`src/rtl/sqrt_iter_if.sv`:
```
// Valid/ready bundle for the iterative square-root unit:
// radicand request channel plus root response channel.
interface sqrt_iter_if #(
  parameter int IN_W  = 31,
  parameter int OUT_W = 17
);
  logic             in_valid;
  logic             in_ready;
  logic [IN_W-1:0]  e;
  logic             out_valid;
  logic             out_ready;
  logic [OUT_W-1:0] f;

  modport master (
    output in_valid,
    output e,
    output out_ready,
    input  in_ready,
    input  out_valid,
    input  f
  );

  modport slave (
    input  in_valid,
    input  e,
    input  out_ready,
    output in_ready,
    output out_valid,
    output f
  );
endinterface

```
`src/rtl/sqrt_iter.sv`:
```
// Restoring digit-by-digit square root, one result bit per clock,
// with optional round-to-nearest and saturation on overflow.
module sqrt_iter #(
  parameter int IN_W      = 31,
  parameter int OUT_W     = 17,
  parameter int PRE_SHIFT = 2,
  parameter int ROUND     = 0
) (
  input  logic       clk,
  input  logic       rst_n,
  sqrt_iter_if.slave io,
  output logic       busy
);

  localparam int W2 = 2 * OUT_W;
  localparam int RW = OUT_W + 2;
  localparam int CW = $clog2(OUT_W + 1);

  typedef enum logic [1:0] {
    IDLE,
    CALC,
    DONE
  } state_t;

  state_t           state_q, state_d;
  logic [W2-1:0]    rad_q, rad_d;
  logic [RW-1:0]    rem_q, rem_d;
  logic [OUT_W-1:0] root_q, root_d;
  logic [CW-1:0]    iter_q, iter_d;
  logic [OUT_W-1:0] f_q, f_d;
  logic             ov_q, ov_d;
  logic             in_ready_q, in_ready_d;
  logic             busy_q, busy_d;

  logic [W2-1:0]    rad_in;
  logic [RW-1:0]    rem_sh;
  logic [RW-1:0]    trial;
  logic [RW-1:0]    rem_nx;
  logic [OUT_W-1:0] root_nx;
  logic [OUT_W-1:0] f_fin;
  logic             take;
  logic             up;
  logic             last;

  assign rad_in = W2'(io.e) << PRE_SHIFT;

  // Top remainder bits are provably zero, so the shift drops nothing.
  assign rem_sh  = {rem_q[OUT_W-1:0], rad_q[W2-1 -: 2]};
  assign trial   = {root_q, 2'b01};
  assign take    = rem_sh >= trial;
  assign rem_nx  = take ? rem_sh - trial : rem_sh;
  assign root_nx = {root_q[OUT_W-2:0], take};
  assign up      = (ROUND != 0) && (rem_nx > {2'b00, root_nx});
  assign last    = iter_q == CW'(OUT_W - 1);

  always_comb begin
    f_fin = root_nx;
    if (up && !(&root_nx)) f_fin = root_nx + OUT_W'(1);
  end

  always_comb begin
    state_d = state_q;
    rad_d   = rad_q;
    rem_d   = rem_q;
    root_d  = root_q;
    iter_d  = iter_q;
    f_d     = f_q;
    ov_d    = ov_q;
    unique case (state_q)
      IDLE: begin
        if (in_ready_q && io.in_valid) begin
          state_d = CALC;
          rad_d   = rad_in;
          rem_d   = '0;
          root_d  = '0;
          iter_d  = '0;
        end
      end
      CALC: begin
        rad_d  = rad_q << 2;
        rem_d  = rem_nx;
        root_d = root_nx;
        iter_d = iter_q + CW'(1);
        if (last) begin
          state_d = DONE;
          f_d     = f_fin;
          ov_d    = 1'b1;
        end
      end
      DONE: begin
        if (io.out_ready) begin
          state_d = IDLE;
          ov_d    = 1'b0;
        end
      end
      default: state_d = IDLE;
    endcase
    in_ready_d = state_d == IDLE;
    busy_d     = state_d == CALC;
  end

  always_ff @(posedge clk or negedge rst_n) begin
    if (!rst_n) begin
      state_q    <= IDLE;
      rad_q      <= '0;
      rem_q      <= '0;
      root_q     <= '0;
      iter_q     <= '0;
      f_q        <= '0;
      ov_q       <= 1'b0;
      in_ready_q <= 1'b0;
      busy_q     <= 1'b0;
    end else begin
      state_q    <= state_d;
      rad_q      <= rad_d;
      rem_q      <= rem_d;
      root_q     <= root_d;
      iter_q     <= iter_d;
      f_q        <= f_d;
      ov_q       <= ov_d;
      in_ready_q <= in_ready_d;
      busy_q     <= busy_d;
    end
  end

  assign io.in_ready  = in_ready_q;
  assign io.out_valid = ov_q;
  assign io.f         = f_q;
  assign busy         = busy_q;

endmodule

```
`src/flat_wrapper.sv`:
```
// flat-port wrapper written by rule: the top's interface ports become plain ports
module sqrt_iter_flat 
#(
  parameter int IN_W      = 31,
  parameter int OUT_W     = 17,
  parameter int PRE_SHIFT = 2,
  parameter int ROUND     = 0
)
  (clk, rst_n, busy, io_in_valid, io_e, io_out_ready, io_in_ready, io_out_valid, io_f);
  sqrt_iter_if #(.IN_W(IN_W), .OUT_W(OUT_W)) io_i ();
  input  logic clk;
  input  logic rst_n;
  output logic busy;
  input wire logic [$bits(io_i.in_valid)-1:0] io_in_valid;
  input wire logic [$bits(io_i.e)-1:0] io_e;
  input wire logic [$bits(io_i.out_ready)-1:0] io_out_ready;
  output wire logic [$bits(io_i.in_ready)-1:0] io_in_ready;
  output wire logic [$bits(io_i.out_valid)-1:0] io_out_valid;
  output wire logic [$bits(io_i.f)-1:0] io_f;
  assign io_i.in_valid = io_in_valid;
  assign io_i.e = io_e;
  assign io_i.out_ready = io_out_ready;
  assign io_in_ready = io_i.in_ready;
  assign io_out_valid = io_i.out_valid;
  assign io_f = io_i.f;
  sqrt_iter #(.IN_W(IN_W), .OUT_W(OUT_W), .PRE_SHIFT(PRE_SHIFT), .ROUND(ROUND)) u_core (.clk(clk), .rst_n(rst_n), .io(io_i), .busy(busy));
endmodule
```
`config.mk`:
```
export PLATFORM = sky130hd
export DESIGN_NAME = sqrt_iter_flat
export DESIGN_NICKNAME = d
export VERILOG_FILES = /design/src/rtl/sqrt_iter_if.sv /design/src/rtl/sqrt_iter.sv /design/src/flat_wrapper.sv
export SDC_FILE = /design/constraint.sdc
export NUM_CORES = 1
export LEC_CHECK = 0
export ABC_AREA = 1
export BUFFER_PORTS_ARGS = -buffer_cell sky130_fd_sc_hd__buf_2
export CAP_MARGIN = 20
export CORE_ASPECT_RATIO = 1.5
export CORE_MARGIN = 10
export CORE_UTILIZATION = 30
export DETAILED_ROUTE_END_ITERATION = 16
export PLACE_DENSITY = 0.46
export REMOVE_ABC_BUFFERS = 1
export SLEW_MARGIN = 30
export SYNTH_ARGS = -nofsm -noshare
export SYNTH_HDL_FRONTEND = slang
export SYNTH_SLANG_ARGS = --single-unit
```
`constraint.sdc`:
```
create_clock -name clk -period 2.6 [get_ports clk]
set_input_delay 0.26 -clock clk [delete_from_list [all_inputs] [get_ports clk]]
set_output_delay 0.26 -clock clk [all_outputs]
set_load 0.02 [all_outputs]
```
; ---- Word-level counts from Yosys, hierarchy flattened
; Index checks and enable logic that the tools add are counted.
[totals]
reg_bits = 95
input_bits = 35
out_inout_bits = 20
[op_classes]
addsub = 2
magnitude_cmp = 1
eq_ne = 7
muxes = 16
reduce_logical = 8
[ops]
columns = operator, count
row1 = $pmux 17 s2, 2
row2 = $pmux 34 s2, 1
row3 = $mux 17, 3
row4 = $mux 34, 1
row5 = $ge 19x19->1, 1
row6 = $sub 17x17->17, 1
row7 = $pmux 5 s2, 1
row8 = $mux 2, 3
row9 = $pmux 2 s3, 1
row10 = $add 5x1->5 const B, 1
row11 = $eq 5x5->1 const B, 1
row12 = $mux 5, 1
row13 = $eq 2x1->1 const B, 2
row14 = $logic_not 2->1, 2
row15 = $ne 2x1->1 const B, 2
row16 = $reduce_and 2->1, 2
row17 = $reduce_bool 2->1, 2
row18 = $reduce_and 3->1, 1
row19 = $eq 2x2->1 const B, 1
row20 = $mux 1, 2
row21 = $ne 2x2->1 const B, 1
row22 = $pmux 1 s2, 1
row23 = $logic_and 1x1->1, 1

; ---- Longest topological paths before layout
[depth]
ltp_word = 4
mapped_depth = 14

; ---- Worst setup path before layout
; OpenSTA, ideal clock, no wires.
[synth_timing]
path_type = register to register
start = reg u_core.root_q[8]
end = reg u_core.rem_q[6]
setup_ns = 0.131
arrival_time_ns = 1.639
t_required_ns = 2.469
path_slack_ns = 0.830
path_stages_with_launch = 14
path_buffers = 1
synth_period_minus_slack_ns = 1.770
cell_sequence = dfrtp_1 inv_1 ha_1 nand2_2 inv_4 nand2_4 inv_1 nand2_1 nand3_4 nand2_8 buf_6 nand3_1 nand3_1 o21ai_0
[synth_via]
elab_chain_len = 3
[synth_lines]
columns = item, line
row1 = from (decl), sqrt_iter.sv:28  ; logic [OUT_W-1:0] root_q, root_d;
row2 = from (signal assigned), sqrt_iter.sv:117  ; root_q <= root_d;
row3 = $ge 19x19->1, sqrt_iter.sv:50  ; assign take = rem_sh >= trial;
row4 = $mux 17, sqrt_iter.sv:51  ; assign rem_nx = take ? rem_sh - trial : rem_sh;
row5 = $pmux 17 s2, sqrt_iter.sv:69  ; unique case (state_q)
row6 = to (signal assigned), sqrt_iter.sv:116  ; rem_q <= rem_d;
row7 = to (decl), sqrt_iter.sv:27  ; logic [RW-1:0] rem_q, rem_d;
; Every way passes these cells.
; A chain may end at the register's enable or synchronous reset.

; ---- Worst setup path after layout
[layout_timing]
start = reg u_core.root_q[12]
end = reg u_core.rem_q[10]
; The elaborated chain is that of the path after synthesis.

==> flow_summary.yaml <==
clock_network:
  cts-buffers-inserted: 9
  clk_latency_ns: 0.35
  clk_pin_slew_worst_paths_ns: 0.08
  cts_tree: "built"
  clock_sinks: 93
  cts_buffer_depth: 2
  htreeDepth: 3
  cts-root-buf: "clkbuf_16"
  post-cts-setup-buffers: 0
floorplanning:
  die_area_um2: 22790
  fp.dieW_um: 126.7
  io_pins: 55
  core_area_um2: 16760
  fp.dieH_um: 180.0
  rows: 58
  initial_core_util_pct: 30.53
global_routing:
  track_usage_pct: 11.71
  grt_overflow_total: 0
  grt_pass1_wl_um: 22190
  antenna_found_initial: 0
  grt_max_degree: 79
  grt_pass1_vias: 4438
detailed_routing:
  antenna_left: 0
  wl_met1_um: 5499
  dr_wl_met2_um: 7037
  wl_per_cell_um: 14.95
  maxUsedRoutingLayer: "met4"
  drtIter0Drc: 136
  totalWireLength_um: 13220
  firstDrtPassIters: 4
  viasPerCell: 4.752
  drc: 0
  dr_wl_met3_um: 463
  via_count: 4201
worst_hold_path:
  hp-start: "io_e[0]"
  hold_class: "input pin to register"
sta:
  tightest_slew_ns: 0.7843
  finalHoldViolations: 0
  rsz0062_at_grt: "no"
  finalCriticalPeriod_ns: 2.140
  max_clock_freq_ghz: 0.4672
  fin_setup_tns_ns: 0
  drv_slew: 0
  skew_ns: 0.01160
  relSlewSlack_pct: 47.71
  period_share_pct: 82.32
  finalSetupViolations: 0
synth:
  ys_top_cells_by_area: "dfrtp_1, nand2_1, inv_1"
  synthDistinctLibCells: 35
  yosys.area.top_type: "dfrtp_1"
  syn_avg_cell_area_um2: 8.256
  synth_area_um2: 5119
  synthFlopType: "dfrtp_1"
  ys_seq_area_share_pct: 45.47
  syn_inst: 620
  ys_ff_latch: 93
  yosys_warnings: 0
  async_flop_share_pct: 100.0
  synth_edf_count: 0
  synth.top_cell.area_share_pct: 45.47
placement:
  hpwl_um: 9639
  finalWeightedCongestion: 0.8836
  port_buffers: 54
cells_and_area:
  area_delta_synth_final_pct: 15.94
  layout.nets: 725
  drive_gt1_share_pct: 16.77
  diodes: 0
  fin_util_pct: 35.40
run:
  drv_cap: 0
setup_path:
  start_kind: "register"
  required_ns: 2.88
  ff2ff_setup_slack_ns: 0.46
  crit_start: "u_core.root_q[12]"
  r2r-start: "u_core.root_q[12]"
  critPathKind: "register to register"
  worstPathArrival_ns: 2.42
  end_kind: "register"
  crit_fanout: 19
power_and_ir_drop:
  leakage_nw: 3.080
  power_density_nw_per_um2: 1556
  max-vdd-ir-drop_mv: 0.5599
run_status:
  outcome: "completed"
==> flip-flops by register name (all words and copies together), names as in the netlist <==
name and cells:
u_core.io.out_valid 1, u_core.root_q 17, u_core.busy 1, u_core.io.f 17
u_core.state_q 2, u_core.rem_q 17, u_core.iter_q 5, u_core.rad_q 32
u_core.io.in_ready 1
==> report_power, final <==
part / total [W] / internal, W / switching [W]
Sequential: 0.00235 / 0.00208 / 0.000265
Clock: 0.00141 / 0.000791 / 0.000617
Combinational: 0.00547 / 0.00189 / 0.00358
==> worst max-delay path: stages (launching register included) <==
cell	delay, ns
dfrtp_1	0.36
inv_1	0.12
ha_1	0.32
a21oi_1	0.23
a21oi_1	0.14
nor2_4	0.34
nand2_8	0.21
nand3_2	0.11
nand3_1	0.12
nand2_1	0.12
==> placed cells by master, fill, tap and decap left out, types with 4 or more instances in the layout <==
cell | synthesis | final
ha_1 | 21 | 21
buf_2 | 5 | 53
inv_2 | 4 | 4
clkbuf_16 | 0 | 9
nor2_4 | 4 | 5
a21oi_1 | 11 | 11
nand2_2 | 7 | 7
nand3_2 | 8 | 8
nand3_1 | 46 | 46
o21ai_0 | 23 | 23
dfrtp_1 | 93 | 93
xor2_1 | 4 | 4
inv_1 | 110 | 110
buf_4 | 2 | 10
a221oi_1 | 29 | 29
xnor2_1 | 4 | 4
o22ai_1 | 18 | 18
o21ai_1 | 10 | 10
nand3b_1 | 5 | 5
nand2_1 | 137 | 137
nor3_1 | 31 | 31
nor2_1 | 16 | 16
==> final timing paths <==
check                                   endpoint  depth (start not counted)
max in group asynchronous        u_core.io.f[11]                          3
worst max register to register  u_core.rem_q[10]                          9
worst min-delay path             u_core.rad_q[2]                          3
min in group asynchronous       u_core.rad_q[22]                          2
worst max-delay path            u_core.rem_q[10]                          9
worst min register to register    u_core.io.f[5]                          2
==> cell type report <==
type	instances	area (um^2)
fill	1745	10830
clock buffer	10	239.0
timing repair buffer	65	370.4
sequential	93	2327
clock inverter	6	77.57
tap	210	262.8
inverter	115	434.2
multi-input combinational	385	2223
==> synthesized netlist by cell type (2+ instances only) <==
cell type and count:
nand2_1 137, inv_1 110, dfrtp_1 93, nand3_1 46, nor3_1 31, a221oi_1 29, o21ai_0 23, ha_1 21
o22ai_1 18, clkbuf_1 17, nor2_1 16, a21oi_1 11, o21ai_1 10, nand3_2 8, nand2_2 7, buf_2 5
nand3b_1 5, inv_2 4, nor2_4 4, xnor2_1 4, xor2_1 4, buf_4 2, nand2_8 2, nor2_2 2
==> cell families (layout without fill, tap and decap cells) <==
| family | Yosys count | count (layout) | synth area share (%) |
|---|---|---|---|
| xor gates and xnor gates | 8 | 8 | 1.369 |
| adders and majority gates | 21 | 21 | 5.133 |
| and+or+nand+nor | 262 | 262 | 24.74 |
| DFF | 93 | 93 | 45.47 |
| buffers and inverters | 142 | 196 | 11.20 |
| AOI/OAI and AO/OA | 94 | 94 | 12.10 |
==> through the flow <==
| step | hold WS (ns) | area [um^2] | setup slack (ns) | cells | total power (W) |
|---|---|---|---|---|---|
| after floorplan | -0.03559 | 4980 | -1.539 | 593 | 0.006397 |
| after global placement | 0.2449 | 5608 | 0.4270 | 867 | 0.007883 |
| after detailed placement | 0.2483 | 5608 | 0.4502 | 867 | 0.007931 |
| after CTS | 0.1501 | 5934 | 0.4292 | 884 | 0.009389 |
| after global routing | 0.1748 | 5934 | 0.2636 | 884 | 0.01017 |
| final | 0.1526 | 5934 | 0.4596 | 884 | 0.009233 |
==> repair_timing <==
item                                   in CTS  in global routing
gates resized for setup                     0                  0
endpoints found under the hold margin      30                  0
hold buffers                                1                  0
==> routing by layer <==
metal / global-route usage [%] / vias up
li1: - / 2121
met1: 13.14 / 1998
met2: 21.38 / 68
met3: 2.326 / 14
met4: 3.609 / 0
met5: 0 / -
No activity file was read; power rests on OpenSTA's default activity.
